**config.mk**
```make
export PLATFORM = sky130hd
export DESIGN_NAME = dm_cache_refill_ctrl
export DESIGN_NICKNAME = d
export VERILOG_FILES = /design/src/rtl/dm_cache_refill_ctrl.sv
export SDC_FILE = /design/constraint.sdc
export NUM_CORES = 1
export LEC_CHECK = 0
export BUFFER_PORTS_ARGS = -buffer_cell sky130_fd_sc_hd__buf_2
export CAP_MARGIN = 10
export CORE_AREA = 2 2 90 92
export DETAILED_ROUTE_END_ITERATION = 10
export DIE_AREA = 0 0 92 94
export HOLD_SLACK_MARGIN = 0.1
export PLACE_DENSITY = 0.56
export SLEW_MARGIN = 20
export SYNTH_ARGS = -nofsm -noshare
export SYNTH_HDL_FRONTEND = slang
export SYNTH_SLANG_ARGS = --single-unit
export TNS_END_PERCENT = 20
```
**constraint.sdc**
```tcl
create_clock -name clk -period 1.8 [get_ports clk]
set_input_delay 0.36 -clock clk [delete_from_list [all_inputs] [get_ports clk]]
set_output_delay 0.36 -clock clk [all_outputs]
set_load 0.02 [all_outputs]
```
**src/rtl/dm_cache_refill_ctrl.sv**
```systemverilog
// Miss/refill and write-through controller for a 16-line direct-mapped cache array.
// Optional hit/miss statistics counters are enabled by defining DM_CACHE_STATS_EN.
module dm_cache_refill_ctrl #(
    parameter int ADDR_W = 11,
    parameter int DATA_W = 8,
    parameter int STAT_W = 16
) (
    input  logic              clk,
    input  logic              rst,
    input  logic              cpu_req,
    input  logic              cpu_we,
    input  logic [ADDR_W-1:0] cpu_addr,
    input  logic [DATA_W-1:0] cpu_wdata,
    output logic              cpu_busy,
    output logic              cpu_done,
    output logic [DATA_W-1:0] cpu_rdata,
    output logic              cpu_hit,
    output logic [ADDR_W-1:0] cache_addr,
    output logic [DATA_W-1:0] cache_din,
    output logic              cache_we,
    input  logic [DATA_W-1:0] cache_dout,
    input  logic              cache_hit,
    output logic              mem_req,
    output logic              mem_we,
    output logic [ADDR_W-1:0] mem_addr,
    output logic [DATA_W-1:0] mem_wdata,
    input  logic [DATA_W-1:0] mem_rdata,
    input  logic              mem_ack
`ifdef DM_CACHE_STATS_EN
    ,
    output logic [STAT_W-1:0] hit_count,
    output logic [STAT_W-1:0] miss_count
`endif
);

    // Handshakes: cpu_req is taken only in IDLE; mem_req stays high until a
    // one-cycle mem_ack, and an ack seen while mem_req is low has no effect.
    typedef enum logic [2:0] {
        S_IDLE   = 3'd0,
        S_LOOKUP = 3'd1,
        S_MEM_RD = 3'd2,
        S_FILL   = 3'd3,
        S_MEM_WR = 3'd4,
        S_DONE   = 3'd5
    } state_t;

    state_t state;
    state_t state_nxt;

    logic              lat_we;
    logic [ADDR_W-1:0] lat_addr;
    logic [DATA_W-1:0] lat_wdata;
    logic [DATA_W-1:0] fill_data;
    logic              hit_flag;

    always_ff @(posedge clk) begin
        if (rst) begin
            state <= S_IDLE;
        end else begin
            state <= state_nxt;
        end
    end

    always_comb begin
        state_nxt = state;
        cpu_busy  = 1'b1;
        cpu_done  = 1'b0;
        cache_we  = 1'b0;
        cache_din = lat_wdata;
        mem_req   = 1'b0;
        mem_we    = 1'b0;
        case (state)
            S_IDLE: begin
                cpu_busy = 1'b0;
                if (cpu_req) begin
                    state_nxt = S_LOOKUP;
                end
            end
            S_LOOKUP: begin
                if (lat_we) begin
                    cache_we  = 1'b1;
                    state_nxt = S_MEM_WR;
                end else if (cache_hit) begin
                    state_nxt = S_DONE;
                end else begin
                    state_nxt = S_MEM_RD;
                end
            end
            S_MEM_RD: begin
                mem_req = 1'b1;
                if (mem_ack) begin
                    state_nxt = S_FILL;
                end
            end
            S_FILL: begin
                cache_we  = 1'b1;
                cache_din = fill_data;
                state_nxt = S_DONE;
            end
            S_MEM_WR: begin
                mem_req = 1'b1;
                mem_we  = 1'b1;
                if (mem_ack) begin
                    state_nxt = S_DONE;
                end
            end
            S_DONE: begin
                cpu_done  = 1'b1;
                state_nxt = S_IDLE;
            end
            default: begin
                state_nxt = S_IDLE;
            end
        endcase
    end

    // Both address ports come straight from the latch, so they cannot move mid-access.
    assign cache_addr = lat_addr;
    assign mem_addr   = lat_addr;
    assign mem_wdata  = lat_wdata;

    always_ff @(posedge clk) begin
        if (rst) begin
            lat_we    <= 1'b0;
            lat_addr  <= '0;
            lat_wdata <= '0;
            fill_data <= '0;
            hit_flag  <= 1'b0;
            cpu_rdata <= '0;
            cpu_hit   <= 1'b0;
        end else begin
            case (state)
                S_IDLE: begin
                    if (cpu_req) begin
                        lat_we    <= cpu_we;
                        lat_addr  <= cpu_addr;
                        lat_wdata <= cpu_wdata;
                    end
                end
                S_LOOKUP: begin
                    if (lat_we) begin
                        hit_flag <= cache_hit;
                    end else if (cache_hit) begin
                        cpu_rdata <= cache_dout;
                        cpu_hit   <= 1'b1;
                    end
                end
                S_MEM_RD: begin
                    if (mem_ack) begin
                        fill_data <= mem_rdata;
                    end
                end
                S_FILL: begin
                    cpu_rdata <= fill_data;
                    cpu_hit   <= 1'b0;
                end
                S_MEM_WR: begin
                    if (mem_ack) begin
                        cpu_hit <= hit_flag;
                    end
                end
                default: begin
                end
            endcase
        end
    end

`ifdef DM_CACHE_STATS_EN
    // cpu_hit is already final in the DONE cycle, so it classifies the access.
    always_ff @(posedge clk) begin
        if (rst) begin
            hit_count  <= '0;
            miss_count <= '0;
        end else if (state == S_DONE) begin
            if (cpu_hit) begin
                if (hit_count != {STAT_W{1'b1}}) begin
                    hit_count <= hit_count + 1'b1;
                end
            end else begin
                if (miss_count != {STAT_W{1'b1}}) begin
                    miss_count <= miss_count + 1'b1;
                end
            end
        end
    end
`endif

endmodule

```
==> impl_metrics.tcl, run 1 <==
set metrics [dict create \
    status "finished, final reports clean" \
    place.gp.congestion 0.768 \
    grt_pass1_wl_um 7820 \
    final_max_slew_viol_count 0 \
    grt_usage 0.116 \
    end_kind "primary output" \
    clk_pin_slew_ps 90 \
    swShare 0.315 \
    vias 1658 \
    dr.pass1.iters 4 \
    seq_area_um2 822 \
    irDropWorstVdd_mv 0.336 \
    crit_family "flip-flops" \
    cts.sinks 41 \
    areaGrowthSynthToFinish_pct 38.8 \
    worstSkewPairLatency_ps 290 \
    power_density_nw_per_um2 1060 \
    relSlewSlack 0.743 \
    startpoint_type "flop" \
    via_per_inst 4.13 \
    ctsHtreeMaxLevel 2 \
    numPortBuffers 92 \
    synth_seq_cells 41 \
    tightest_slew_ps 385 \
    power_frac_clock 0.331 \
    crit_chain "nor2b_4 -> nand2_2 -> buf_6 -> mux2_4 -> buf_6" \
    synth_common_cells "nand2_1, dfxtp_1, a21oi_1, nor2_1, mux2i_1" \
    final.setup.tns_ps 0 \
    yosysMostFrequentCell "nand2_1" \
    internal-power_mw 1.87 \
    first_iter_violations 24 \
    ys_dominant_reg_cell "dfxtp_1" \
    dp_hpwl_um 3640 \
    arrival_ps 1440 \
    fin_skew_ps 5.16 \
    clock_path_buffers 2 \
    crit_type "flop to primary output" \
    start_util 0.244 \
    synth-edff-count 0 \
    async_flop_share 0 \
    cp_num_cells 5 \
    cts_tree "built" \
    netlist-cell-type-count 28 \
    avgSynthCellArea_um2 8.72 \
    endpoint "cache_din[2]" \
    yosys.area.top_type_share 0.442 \
    worstRegToRegCells 6 \
    antenna_found_initial 0 \
    clock.fmax_ghz 0.556 \
    drc 0 \
    fp.dieH_um 94 \
    setup-violations-final 0 \
    synth_top_area_cell "dfxtp_1" \
    p_leak_nw 1.20 \
    yosysSeqAreaShare 0.442 \
    nFillCells 840 \
    core_region_area_um2 7610 \
    wl_per_cell_um 12.4 \
    antenna_cells 0 \
    first_global_vias 1528 \
    crit_top_cell "buf_6" \
    netSwitchingPower_mw 0.862 \
    worstSetupStartpoint "state[0]$_SDFFE_PP0P_" \
    crit_path_max_fanout 5 \
    r2r_slack_ps 350 \
    fp-row-count 32 \
    crit_path_max_incr_delay_ps 340 \
    total_power_mw 2.74 \
    syn_area_um2 1860 \
    synth_warnings 0 \
    crit_buf_inv 2 \
    rsz0062_at_grt "yes" \
    cts_root_buf "clkbuf_8" \
    pin_count 93 \
    grt_max_degree 22 \
    cap_violations 0 \
    reg2reg_to "fill_data[7]$_SDFFE_PP0P_" \
    wirelength_um 4980 \
    hp-class "primary input to flop" \
    netlist_instances 213 \
    multi_input_area_um2 875 \
    post-route-period-util 0.999 \
    die-area_um2 8650 \
    timing.final.hold_violations 0 \
    r2r-start "state[1]$_SDFFE_PP0P_" \
    numCtsBuffers 5 \
    cpMaxStageDelayCell "dfxtp_2" \
    overflow 0 \
    ant_nets 0 \
    synth_nets 254 \
    synth_area_leaders "dfxtp_1, mux2i_1, nand2_1" \
    crit_required_ps 1440 \
    period_needed_ps 1800 \
    final_nets 339 \
    seq_power_share 0.385 \
    power_frac_comb 0.284 \
    drive_gt1_frac 0.431 \
    die_w_um 92 \
]
## final cells by class
type                       instances  share of cell area
multi-input combinational        142               0.339
inverter                           4             0.00582
clock buffer                       5              0.0267
clock inverter                     3              0.0267
sequential                        41               0.319
timing repair buffer             104               0.233
tap                              102              0.0495
## state kept, by name, indices dropped and copies added (netlist names)
name,flops
state,3
cpu_hit,1
hit_flag,1
lat_we,1
cpu_rdata,8
mem_wdata,8
cache_addr,11
fill_data,8
## metrics by stage
step                instance area (um^2)   util  setup WS [ps]  hold WS, ps  cells
floorplan                           1860      -            249          455    213
global placement                    2340  0.307            260          448    390
CTS                                 2560  0.337          -25.1          285    401
detailed placement                  2340  0.307            252          456    390
global route                        2580  0.339          -70.1          290    401
finish                              2580  0.339           1.41          292    401
## logic make-up after synthesis
group	after synthesis	synth area share
simple gates	78	0.183
flops	41	0.442
compound gates	38	0.121
buf+inv	30	0.110
mux	26	0.145
## worst min-delay path, stage by stage
cell,delay (ps)
buf_2,90
nand2_1,40
a21oi_1,50
## worst min-delay path by stage
stage / start / end / slack [ps] / depth (start not counted)
2_1_floorplan: hit_flag$_SDFFE_PP0N_ / hit_flag$_SDFFE_PP0N_ / 450 / 2
3_3_place_gp: cpu_hit$_SDFFE_PP0P_ / cpu_hit$_SDFFE_PP0P_ / 450 / 2
3_5_place_dp: cpu_hit$_SDFFE_PP0P_ / cpu_hit$_SDFFE_PP0P_ / 460 / 2
4_1_cts: cpu_addr[2] / cache_addr[2]$_SDFFE_PP0P_ / 290 / 3
5_1_grt: cpu_addr[6] / cache_addr[6]$_SDFFE_PP0P_ / 290 / 3
6_report: cpu_addr[10] / cache_addr[10]$_SDFFE_PP0P_ / 290 / 3
## per-layer routing
| metal | vias to the layer above | GRT usage | wire length, um |
|---|---|---|---|
| met2 | 44 | 0.200 | 2480 |
| met4 | 0 | 0.0274 | 23 |
| li1 | 868 | - | - |
| met1 | 744 | 0.142 | 2190 |
| met3 | 2 | 0.0345 | 275 |
| met5 | - | 0 | 0 |
## power by group through the flow
| stage | clock (mW) | combinational (mW) | sequential (mW) |
|---|---|---|---|
| after floorplan | 0 | 0.458 | 1.15 |
| after global placement | 0 | 0.734 | 1.07 |
| after detailed placement | 0 | 0.739 | 1.07 |
| after CTS | 0.938 | 0.778 | 1.05 |
| after global routing | 0.980 | 0.850 | 1.07 |
| final | 0.906 | 0.778 | 1.05 |
## what timing repair did
action                     4_1_cts  5_1_grt
setup endpoints to repair        9       12
hold buffers                     0        0
pin swaps                        1        0
cloned                           1        0
resized for setup               21        4
setup buffers                    2        0
## cell usage in the layout, fill, tap and decap left out, types with 7 or more instances in the layout
cell type / instances
a211oi_1: 8
a21oi_1: 24
buf_2: 87
buf_4: 9
buf_6: 7
dfxtp_1: 40
mux2i_1: 18
nand2_1: 43
nor2_1: 21
Power figures use the tool's default switching activity.
==> run 2, diff against run 1 <==
CORE_AREA = 2 2 76 78   (was 2 2 90 92)
CTS_BUF_LIST = sky130_fd_sc_hd__clkbuf_4 sky130_fd_sc_hd__clkbuf_8 sky130_fd_sc_hd__clkbuf_16   (was unset)
DIE_AREA = 0 0 78 80   (was 0 0 92 94)
PLACE_DENSITY = 0.71   (was 0.56)
==> impl_metrics.tcl, run 2 (same netlist as run 1, synthesis figures left out) <==
set metrics [dict create \
    status "finished, final reports clean" \
    place.gp.congestion 0.802 \
    cap_violations 0 \
    cts_hold_buf 0 \
    first_global_vias 1501 \
    ant_nets 0 \
    final_nets 337 \
    crit_buf_inv 2 \
    antenna_found_initial 0 \
    overflow 0 \
    cts_tree "built" \
    instances_no_fill 369 \
    p_leak_nw 1.14 \
    crit_type "flop to primary output" \
    setup-violations-final 0 \
    core_region_area_um2 5410 \
    cpMaxStageDelayCell "mux2_2" \
    irDropWorstVdd_mv 0.555 \
    final.setup.tns_ps 0 \
    place_ws_ps 271 \
    crit_family "multiplexers" \
    antenna_cells 0 \
    grt_max_degree 24 \
    worstRegToRegCells 6 \
    dp_hpwl_um 3320 \
    arrival_ps 1440 \
    end_kind "primary output" \
    crit_top_cell "buf_6" \
    drive_gt1_frac 0.431 \
    fp-row-count 27 \
    clock.fmax_ghz 0.556 \
    fin_skew_ps 4.69 \
    period_needed_ps 1800 \
    largest_reg_flops 11 \
    areaGrowthSynthToFinish_pct 31.4 \
    clock_path_buffers 2 \
    tightest_slew_ps 422 \
    hp-class "primary input to flop" \
    utilization 0.452 \
    numPortBuffers 92 \
    final_cell_mix "buf_2, nand2_1, dfxtp_1, a21oi_1, nor2_1" \
    via_per_inst 4.53 \
    post-route-period-util 0.999 \
    crit_chain "nor2b_4 -> nand2_2 -> buf_6 -> mux2_2 -> buf_6" \
    clk_pin_slew_ps 80 \
    startpoint_type "flop" \
    die-area_um2 6240 \
    grt_pass1_wl_um 7060 \
    ctsHtreeMaxLevel 2 \
    final_max_slew_viol_count 0 \
    timing.final.ws_setup_ps 2.53 \
    dr.pass1.iters 4 \
    crit_path_max_fanout 5 \
    start_util 0.344 \
    fp.dieH_um 80 \
    crit_required_ps 1440 \
    wl_per_cell_um 12.5 \
    crit_path_max_incr_delay_ps 350 \
    timing.final.hold_violations 0 \
    vias 1673 \
    worstSkewPairLatency_ps 290 \
    cts_root_buf "clkbuf_8" \
    layout_commonest_cell "buf_2" \
    pin_count 93 \
    relSlewSlack 0.718 \
    power_density_nw_per_um2 979 \
    grt_usage 0.143 \
    rsz0062_at_grt "yes" \
    dp.cells 360 \
    cp_num_cells 5 \
    holdPathStages 3 \
    first_iter_violations 102 \
    drc 0 \
    wirelength_um 4620 \
    die_w_um 78 \
    numCtsBuffers 5 \
    cts.sinks 41 \
]
run 2: metal layers:
layer,global-route usage,up-vias,wire length [um]
met3,0.0362,4,216
met5,0,-,0
met4,0.0491,0,39
li1,-,862,-
met2,0.238,49,2280
met1,0.179,758,2080
run 2: worst min-delay path, delay by kind of cell:
| kind | cells | cell delay (ps) |
|---|---|---|
| simple gates | 1 | 40 |
| buf+inv | 1 | 90 |
| compound gates | 1 | 50 |
run 2: report_power, final:
group	internal, mW	total (mW)	leakage (nW)	switching (mW)
Combinational	0.296	0.745	0.764	0.449
Clock	0.268	0.595	0.0439	0.327
Sequential	0.997	1.05	0.335	0.0544
run 2: repair_timing:
item,in CTS,in global routing
setup endpoints to repair,9,12
pin swaps,0,1
buffers inserted,0,0
gates cloned,0,1
resized for setup,3,19
endpoints found under the hold margin,0,0
run 2: worst paths after layout:
| check | to | slack [ps] | start |
|---|---|---|---|
| worst max-delay path | cache_din[0] | 3 | state[0]$_SDFFE_PP0P_ |
| worst min-delay path | cache_addr[3]$_SDFFE_PP0P_ | 300 | cpu_addr[3] |
| worst max register to register | fill_data[2]$_SDFFE_PP0P_ | 370 | state[1]$_SDFFE_PP0P_ |
| worst min register to register | cpu_hit$_SDFFE_PP0P_ | 470 | cpu_hit$_SDFFE_PP0P_ |
run 2: area by class of cell:
cell class / count / area (um^2)
Fill cell: 580 / 2960
Clock buffer: 5 / 68.8
Tap cell: 72 / 90.1
Inverter: 4 / 15.0
Multi-Input combinational cell: 142 / 851
Sequential cell: 41 / 823
Timing Repair Buffer: 102 / 577
Clock inverter: 3 / 17.5
run 2: metrics by stage:
| step | cell area (um^2) | hold slack [ps] | power, mW |
|---|---|---|---|
| CTS | 2380 | 294 | 2.38 |
| finish | 2440 | 303 | 2.39 |
| global placement | 2290 | 446 | 1.78 |
| floorplan | 1860 | 455 | 1.61 |
| detailed placement | 2290 | 458 | 1.79 |
| global route | 2440 | 293 | 2.53 |
